`src/rtl/balanca_display_pkg.sv`:
```
// Shared constants for the scale display scanner: page codes and 7-segment patterns.
// All segment patterns are active-low {g,f,e,d,c,b,a}.
package balanca_display_pkg;

    localparam logic [1:0] PG_PESO  = 2'd0;
    localparam logic [1:0] PG_PRECO = 2'd1;
    localparam logic [1:0] PG_PKG   = 2'd2;

    localparam logic [6:0] SEG_BLANK = 7'h7F;
    localparam logic [6:0] SEG_MINUS = 7'h3F;

    // Element 0 is the rightmost entry: digits 9 down to 0.
    localparam logic [9:0][6:0] SEG_TABLE = {
        7'h10, 7'h00, 7'h78, 7'h02, 7'h12,
        7'h19, 7'h30, 7'h24, 7'h79, 7'h40
    };

endpackage

```
`src/rtl/bcd_to_seg.sv`:
```
// Combinational BCD digit to active-low 7-segment pattern; non-decimal codes show a minus sign.
module bcd_to_seg
    import balanca_display_pkg::*;
(
    input  logic [3:0] i_bcd,
    output logic [6:0] o_seg
);

    always_comb begin
        o_seg = SEG_MINUS;
        if (i_bcd <= 4'd9) begin
            o_seg = SEG_TABLE[i_bcd];
        end
    end

endmodule

```
`src/rtl/balanca_display_scan.sv`:
```
// Multiplexed 8-digit display driver for the scale results, one page (int.dec) at a time.
// Data is snapshotted only at frame boundaries; outputs are registered one clock behind the scan state.
module balanca_display_scan
    import balanca_display_pkg::*;
#(
    parameter int SCAN_DIV  = 50000,
    parameter int PAGE_HOLD = 1000
) (
    input  logic        clk,
    input  logic        rst,
    input  logic [15:0] Peso_Final_unidades,
    input  logic [15:0] Peso_Final_decimal,
    input  logic [15:0] Preco_Parte_Inteira,
    input  logic [15:0] Preco_Parte_Decimal,
    input  logic [15:0] Preco_Por_Kg_Parte_Inteira,
    input  logic [15:0] Preco_Por_Kg_Parte_Decimal,
    input  logic        update,
    input  logic        page_btn,
    input  logic        auto_rotate,
    output logic [7:0]  an,
    output logic [6:0]  seg,
    output logic        dp,
    output logic [1:0]  page
);

    localparam int SCW = (SCAN_DIV > 2) ? $clog2(SCAN_DIV) : 1;
    localparam int FCW = (PAGE_HOLD > 1) ? $clog2(PAGE_HOLD) : 1;
    localparam logic [SCW-1:0] SCAN_LAST = SCW'(SCAN_DIV - 1);
    localparam logic [FCW-1:0] HOLD_LAST = FCW'(PAGE_HOLD - 1);

    logic [SCW-1:0] r_scan_cnt;
    logic [2:0]     r_idx;
    logic [FCW-1:0] r_frame_cnt;
    logic [31:0]    r_snap;
    logic           r_pending;
    logic [1:0]     r_page;
    logic           r_btn_prev;
    logic [7:0]     r_an;
    logic [6:0]     r_seg;
    logic           r_dp;

    logic           w_slot_end;
    logic           w_boundary;
    logic           w_btn_edge;
    logic           w_expire;
    logic           w_advance;
    logic           w_capture;
    logic [31:0]    w_page_words;
    logic [3:0]     w_nibble;
    logic [15:0]    w_int_above;
    logic           w_lead_blank;
    logic [6:0]     w_digit_seg;
    logic [7:0]     w_an_next;
    logic [6:0]     w_seg_next;
    logic           w_dp_next;

    assign w_slot_end = (r_scan_cnt == SCAN_LAST);
    assign w_boundary = w_slot_end && (r_idx == 3'd7);
    assign w_btn_edge = page_btn && !r_btn_prev;
    assign w_expire   = auto_rotate && w_boundary && (r_frame_cnt == HOLD_LAST);
    assign w_advance  = w_btn_edge || w_expire;
    // An update coinciding with the boundary is taken directly, so pending never lingers for it.
    assign w_capture  = w_boundary && (r_pending || update);

    always_comb begin
        w_page_words = {Peso_Final_unidades, Peso_Final_decimal};
        case (r_page)
            PG_PRECO: w_page_words = {Preco_Parte_Inteira, Preco_Parte_Decimal};
            PG_PKG:   w_page_words = {Preco_Por_Kg_Parte_Inteira, Preco_Por_Kg_Parte_Decimal};
            default:  w_page_words = {Peso_Final_unidades, Peso_Final_decimal};
        endcase
    end

    assign w_nibble    = r_snap[{r_idx, 2'b00} +: 4];
    // Integer digits from the current one upward; all-zero means a leading zero on digits 7..5.
    assign w_int_above = r_snap[31:16] >> {r_idx[1:0], 2'b00};
    assign w_lead_blank = r_idx[2] && (r_idx[1:0] != 2'd0) && (w_int_above == 16'd0);

    bcd_to_seg u_bcd_to_seg (
        .i_bcd (w_nibble),
        .o_seg (w_digit_seg)
    );

    assign w_an_next  = (r_scan_cnt == '0) ? 8'hFF : ~(8'd1 << r_idx);
    assign w_seg_next = w_lead_blank ? SEG_BLANK : w_digit_seg;
    assign w_dp_next  = !((r_scan_cnt != '0) && (r_idx == 3'd4));

    always_ff @(posedge clk) begin
        if (rst) begin
            r_scan_cnt  <= '0;
            r_idx       <= 3'd0;
            r_frame_cnt <= '0;
            r_snap      <= 32'd0;
            r_pending   <= 1'b1;
            r_page      <= PG_PESO;
            r_btn_prev  <= 1'b0;
            r_an        <= 8'hFF;
            r_seg       <= SEG_BLANK;
            r_dp        <= 1'b1;
        end else begin
            r_btn_prev <= page_btn;
            r_an       <= w_an_next;
            r_seg      <= w_seg_next;
            r_dp       <= w_dp_next;

            if (w_slot_end) begin
                r_scan_cnt <= '0;
                r_idx      <= r_idx + 3'd1;
            end else begin
                r_scan_cnt <= r_scan_cnt + SCW'(1);
            end

            if (w_capture) begin
                r_snap <= w_page_words;
            end

            if (w_advance) begin
                r_pending <= 1'b1;
            end else if (w_capture) begin
                r_pending <= 1'b0;
            end else if (update) begin
                r_pending <= 1'b1;
            end

            if (w_advance) begin
                r_page <= (r_page == PG_PKG) ? PG_PESO : r_page + 2'd1;
            end

            if (!auto_rotate || w_advance) begin
                r_frame_cnt <= '0;
            end else if (w_boundary) begin
                r_frame_cnt <= r_frame_cnt + FCW'(1);
            end
        end
    end

    assign an   = r_an;
    assign seg  = r_seg;
    assign dp   = r_dp;
    assign page = r_page;

endmodule

```
`config.mk`:
```
export PLATFORM = sky130hd
export DESIGN_NAME = balanca_display_scan
export DESIGN_NICKNAME = d
export VERILOG_FILES = /design/src/rtl/balanca_display_pkg.sv /design/src/rtl/bcd_to_seg.sv /design/src/rtl/balanca_display_scan.sv
export SDC_FILE = /design/constraint.sdc
export NUM_CORES = 1
export LEC_CHECK = 0
export CAP_MARGIN = 20
export CORE_MARGIN = 2
export CORE_UTILIZATION = 43
export CTS_CLUSTER_DIAMETER = 200
export DETAILED_ROUTE_END_ITERATION = 10
export GPL_TIMING_DRIVEN = 0
export HOLD_SLACK_MARGIN = 0.02
export PLACE_DENSITY = 0.76
export SLEW_MARGIN = 20
export SYNTH_ARGS = -nofsm -noshare
export SYNTH_HDL_FRONTEND = slang
export SYNTH_SLANG_ARGS = --single-unit
```
`constraint.sdc`:
```
create_clock -name clk -period 2.7 [get_ports clk]
set_input_delay 0.54 -clock clk [delete_from_list [all_inputs] [get_ports clk]]
set_output_delay 0.54 -clock clk [all_outputs]
set_load 0.005 [all_outputs]
```
### After elaboration in Yosys (flattened, before gate mapping)

Memory sizes are Yosys's and may differ from the RTL's.
Index checks and enable logic that the tools add are counted.

* register bits after elaboration: 81
* latch bits: 0
* RAM bits: 0
* bits in read-only memories: 112
* input bits: 101
* output and inout bits: 18
* logic and storage cells: 60
* memories: 1

Memory list
* (no name shown): words 16, width 7, read ports 1, clocked after Yosys merged registers in 0, write ports 0, RTL line bcd_to_seg.sv:12 `o_seg = SEG_TABLE[i_bcd];`

* add/sub/neg operators: 4
* $mul: 0
* div/mod/pow operators: 0
* magnitude comparators: 2
* equality and inequality tests: 6
* shifts and indexed selects: 3
* mux-type cells: 6
* bitwise operators: 2
* reduce and logical (&&, ||, !) cells: 25

Operators with widths (count)
* 32-bit one-hot mux with 2 select lines: 1
* 16-bit logical NOT: 2
* 32-bit by 6-bit variable part select with 4-bit output: 1
* 16-bit by 1-bit adder with 16-bit output, second input constant: 1
* 16-bit == test, second input constant: 1
* 16-bit nonzero test: 1
* 16-bit by 4-bit >> shifter with 16-bit output: 1
* 7-bit 2-to-1 mux: 2
* 10-bit by 1-bit adder with 10-bit output, second input constant: 1
* 10-bit == test, second input constant: 1
* 2-bit OR reduction: 5
* 1-bit logical AND: 8
* 8-bit NOT: 1
* 1-bit by 3-bit left shift with 8-bit output, first input constant: 1
* 3-bit == test, second input constant: 2
* 4-bit by 5-bit < comparator with 1-bit output, second input constant: 1
* 4-bit <= comparator, second input constant: 1
* 2-bit nonzero test: 2
* 3-bit by 1-bit adder with 3-bit output, second input constant: 1
* 1-bit logical NOT: 3
* 1-bit logical OR: 3
* 3-bit OR reduction: 1
* 2-bit by 1-bit adder with 2-bit output, second input constant: 1
* 2-bit by 1-bit == test with 1-bit output, second input constant: 1
* other kinds (4): 5

### Depth between registers and ports, before layout

* depth in word-level cells: 7
* depth in mapped cells: 10
* gate-level depth less buffers: 8

### Hierarchy

From an unflattened synthesis, not the netlist that was laid out.

* cell total of the unflattened synthesis: 513
* area, all modules: 4379.2 µm²

Modules (own cells, without submodules)
* balanca_display_scan: instances 1, cells each 488, area each 4164.0 µm², sequential area each 1621.6 µm²
* bcd_to_seg: instances 1, cells each 25, area each 215.2 µm², sequential area each 0.0 µm²

### Worst setup path before layout

No wires, ideal clock.

* path kind: register to register
* start: register r_idx[0]
* end: register r_seg[4], in the netlist seg[4]
* library setup time: 0.142 ns
* arrival time: 2.478 ns
* data required time: 2.558 ns
* slack: 0.080 ns
* cell stages (with the launch flop): 9
* buffers on the path: 2
* period minus slack after synthesis: 2.620 ns
* cell sequence: dfxtp_1 -> clkbuf_1 -> buf_2 -> mux4_2 -> o21ai_0 -> ha_1 -> o21ai_1 -> a221oi_2 -> o211ai_1

* longest elaborated chain between the ends: 4
* elaborated cells on any way between the ends: 11
* those cells by class: order compare: 1; shift: 2; mux: 1; bitwise: 1; reduce/logical: 5; memory: 1

Ends and longest elaborated chain
* start: declaration: RTL line balanca_display_scan.sv:32 `logic [2:0] r_idx;`
* start signal: assignment: RTL line balanca_display_scan.sv:108 `r_idx <= r_idx + 3'd1;`
* 32-bit by 6-bit variable part select with 4-bit output, or another cell as far along: RTL line balanca_display_scan.sv:74 `assign w_nibble = r_snap[{r_idx, 2'b00} +: 4];`
* 4-bit <= comparator, or another cell as far along: RTL line bcd_to_seg.sv:11 `if (i_bcd <= 4'd9) begin`
* 1-bit NOT (no source line) or 1-bit logical AND (tied branches)
* 3-bit OR reduction (no source line)
* end signal: assignment: RTL line balanca_display_scan.sv:103 `r_seg <= w_seg_next;`
* end: declaration: RTL line balanca_display_scan.sv:39 `logic [6:0] r_seg;`

Several ways; a longest one is shown, not always the timed one. The select of a mux whose other input is x is not followed.
A chain may end at the register's enable or synchronous reset.

### Final worst setup path

Ends and elaborated chain as after synthesis.

==> results.md <==
- Result of the run: complete, no violations
- Leakage power: around 2.0 nW
- Cell type contributing the most total cell area after synthesis: sky130_fd_sc_hd__dfxtp_1
- Ratio of total power to cell area: ~440 nW/um^2
- Post-synth EDFFs: 0
- Instance count after placement with tap cells included: around 740
- Startpoint of the most critical setup path: r_idx[0]
- Most frequent cells in the layout: sky130_fd_sc_hd__clkdlybuf4s50_1, sky130_fd_sc_hd__dfxtp_1, sky130_fd_sc_hd__nor2_1, sky130_fd_sc_hd__nand2_1, sky130_fd_sc_hd__a21oi_1
- Net count reported at finish: approximately 740
- DRC violations left: 0
- Routability congestion estimate: 0.849
- Final count of hold timing violations: 0
- Final design instance area without fill: roughly 5800 sq um
- Ratio of final minimum period to clock period: a little over nine tenths
- Initial antenna violation count: 0
- Number of DRC violations after detailed-routing iteration 0: 194
- Worst R2R Setup Slack: 140 ps
- Maximum clock insertion buffer count: 2
- Core ar.: about 9600 sq um
- Height of the die: roughly 100 microns
- Synthesized area per cell: approximately 8.6 sq um
- GRT Residual Overflow: 0
- Worst setup slack after layout: 135 ps
- Number of standard cells in the final layout excluding fillers: approximately 760
- Number of optimization iterations in the first detailed-route pass: 4
- ANT nets after route: 0
- Dpl ws: -363 ps
- Register bit count reported by yosys: about 80
- Max Slew Vio Count: 0
- Area fraction of the dominant cell type after synthesis: 38.7%
- Max FO, Critical Path: 10
- Area post-placement: between 5000 and 6000 sq um
- Ys flop type: sky130_fd_sc_hd__dfxtp_1
- Sequential fraction of the synthesis area: 38.7%
- Maximum vdd drop: ~0.26 mV
- Num CTS Buffers: 9
- RSZ-0062 raised after global routing: false
- CP Capture Point: seg[4]
- Number of clock sinks: 81
- Reg-to-reg startpoint: r_idx[0]
- Drt via density: 5.29
- Later-pin clock latency in the skew report: roughly 350 ps
- Routed wire per std cell: between 10 and 15 microns
- Clock tree from TritonCTS: done
- Headroom to the max-slew limit: approximately 58%
- Most common cell after layout, fill and taps aside: sky130_fd_sc_hd__clkdlybuf4s50_1
- Post-route minimum period: around 2600 ps
- DP HPWL: ~8500 microns
- Width of the die: between 100 and 150 microns
- Vias in the first global route: 3,792
- Dominant cells by area after synthesis: sky130_fd_sc_hd__dfxtp_1, sky130_fd_sc_hd__a211o_1, sky130_fd_sc_hd__a22oi_1
- R2R Path End: seg[4]
- Number of buffer cells added on primary ports: 118
- Synthesized Nets: approximately 610
- Overall via count from detail_route: roughly 4,000
- Total routing resource utilization after global routing: 20.9%
- Total routed wirelength: 11,000 microns
- Count of cells along the worst register-to-register path: 9
- Worst setup path category: reg -> reg
- Global-route wire length before repair: between 15,000 and 20,000 microns
- Critical path data arrival time: roughly 2800 ps
- Total I/O pin count: 119
- Min-Delay Startpoint: r_snap[11]
- H-tree Lvls: 3
- Power Total: roughly 0.0025 W
- Synthesized instance count: roughly 500
- Antenna Cells: 0
- Number of core rows: 36
- Path class of the lowest-slack min-delay path: reg -> reg
- Worst-Margin Slew: approximately 630 ps
- Largest net degree at the start of global routing: 14
- Setup crit end kind: flop
- Worst clock skew: roughly 10 ps
- Final setup violation count: 0
- Max-cap violations: 0
- Startpoint type of the worst setup path: flop
- Highest attainable clock frequency: 0.390 GHz
- Starting utilization of the core area: approximately 44%
- Area growth from synthesis to layout: 38.2%
- Share of post-route cells with drive strength above 1: under 10%
- Area of the mapped netlist: approximately 4200 sq um
- Area enclosed by the die boundary: 10,600 sq um
- Req. time, crit path: 2930 ps
- Yosys warning total: 0
- Reg clk slew, reported paths: 80 ps
- Root Buffer: sky130_fd_sc_hd__clkbuf_8
- Number of distinct standard cells referenced by the synthesized netlist: 49
- Async set-or-reset flop fraction in the synthesized netlist: 0%
logic make-up (layout without fill, tap and decap cells):
family | after synthesis | count (layout) | share of synthesized area (%)
simple gates | 183 | 183 | 20.8
mux | 14 | 14 | 5.79
compound gates | 131 | 131 | 21.4
flops | 81 | 81 | 38.7
fa+ha+maj | 17 | 17 | 5.07
xor+xnor | 18 | 18 | 3.76
buf+inv | 46 | 181 | 4.45
state kept, by name (all words and copies together) (netlist names):
register and flops:
r_snap 32, r_scan_cnt 16, r_frame_cnt 10, an 8, seg 7, r_idx 3, page 2, dp 1
r_btn_prev 1, r_pending 1
worst min-delay path by stage:
stage / slack, ps / depth (start not counted) / to
2_1_floorplan: 430 / 2 / r_snap[10]
3_3_place_gp: 440 / 2 / r_snap[1]
3_5_place_dp: 440 / 2 / r_snap[3]
4_1_cts: 460 / 2 / r_snap[6]
5_1_grt: 470 / 2 / r_snap[11]
6_report: 460 / 2 / r_snap[11]
per-layer routing:
metal	global-route usage (%)	share of wire, %	up-vias
li1	-	-	2023
met1	28.3	46	1846
met2	33.2	47	121
met3	2.98	5.0	17
met4	9.11	2.0	0
met5	0	0	-
report_power, final:
group	total [W]	leakage, nW	switching [W]	internal [W]
clock	0.000974	0.113	0.000429	0.000545
sequential	0.00122	0.656	0.00000987	0.00121
combinational	0.000348	1.25	0.000152	0.000196
per-stage QoR:
stage	TNS (ps)	hold slack (ps)	util (%)
detailed placement	-1680	445	57.7
floorplan	0	429	-
global route	0	472	60.4
CTS	0	457	60.2
finish	0	456	60.4
global placement	-1780	436	57.7
critical path, cell delays in order (launching register included):
cell	delay [ps]
sky130_fd_sc_hd__dfxtp_1	370
sky130_fd_sc_hd__clkbuf_4	210
sky130_fd_sc_hd__buf_4	200
sky130_fd_sc_hd__mux4_2	570
sky130_fd_sc_hd__mux2i_4	240
sky130_fd_sc_hd__ha_1	260
sky130_fd_sc_hd__o21ai_1	110
sky130_fd_sc_hd__a221oi_2	240
sky130_fd_sc_hd__buf_4	170
sky130_fd_sc_hd__o211ai_1	80
cell usage after synthesis (4+ instances only):
master	number
sky130_fd_sc_hd__a211o_1	32
sky130_fd_sc_hd__mux2i_1	4
sky130_fd_sc_hd__or3_1	6
sky130_fd_sc_hd__inv_1	11
sky130_fd_sc_hd__clkbuf_1	27
sky130_fd_sc_hd__xor2_1	8
sky130_fd_sc_hd__xnor2_1	10
sky130_fd_sc_hd__o21ai_0	13
sky130_fd_sc_hd__dfxtp_1	81
sky130_fd_sc_hd__and2_1	5
sky130_fd_sc_hd__ha_1	17
sky130_fd_sc_hd__nand2_1	54
sky130_fd_sc_hd__a21oi_1	43
sky130_fd_sc_hd__nor2_1	65
sky130_fd_sc_hd__buf_2	4
sky130_fd_sc_hd__a22oi_1	33
sky130_fd_sc_hd__mux4_2	7
sky130_fd_sc_hd__nand4_1	10
sky130_fd_sc_hd__nand3_1	11
sky130_fd_sc_hd__nor3_1	6
cell type report:
| cell class | instances | area (sq um) |
|---|---|---|
| Sequential cell | 81 | 1620 |
| Fill cell | 869 | 3800 |
| Tap cell | 133 | 166 |
| Clock inverter | 5 | 78.8 |
| Inverter | 12 | 45.0 |
| Multi-Input combinational cell | 363 | 2400 |
| Buffer | 34 | 148 |
| Timing Repair Buffer | 119 | 1190 |
| Clock buffer | 11 | 141 |
timing repair:
| item | 4_1_cts | 5_1_grt |
|---|---|---|
| endpoints found under the hold margin | 0 | 0 |
| pin swaps | 1 | 0 |
| endpoints found under the setup margin | 7 | 42 |
| hold buffers | 0 | 0 |
| resized for setup | 4 | 5 |
| buffers inserted | 1 | 0 |
(Power assumes the default switching activity.)
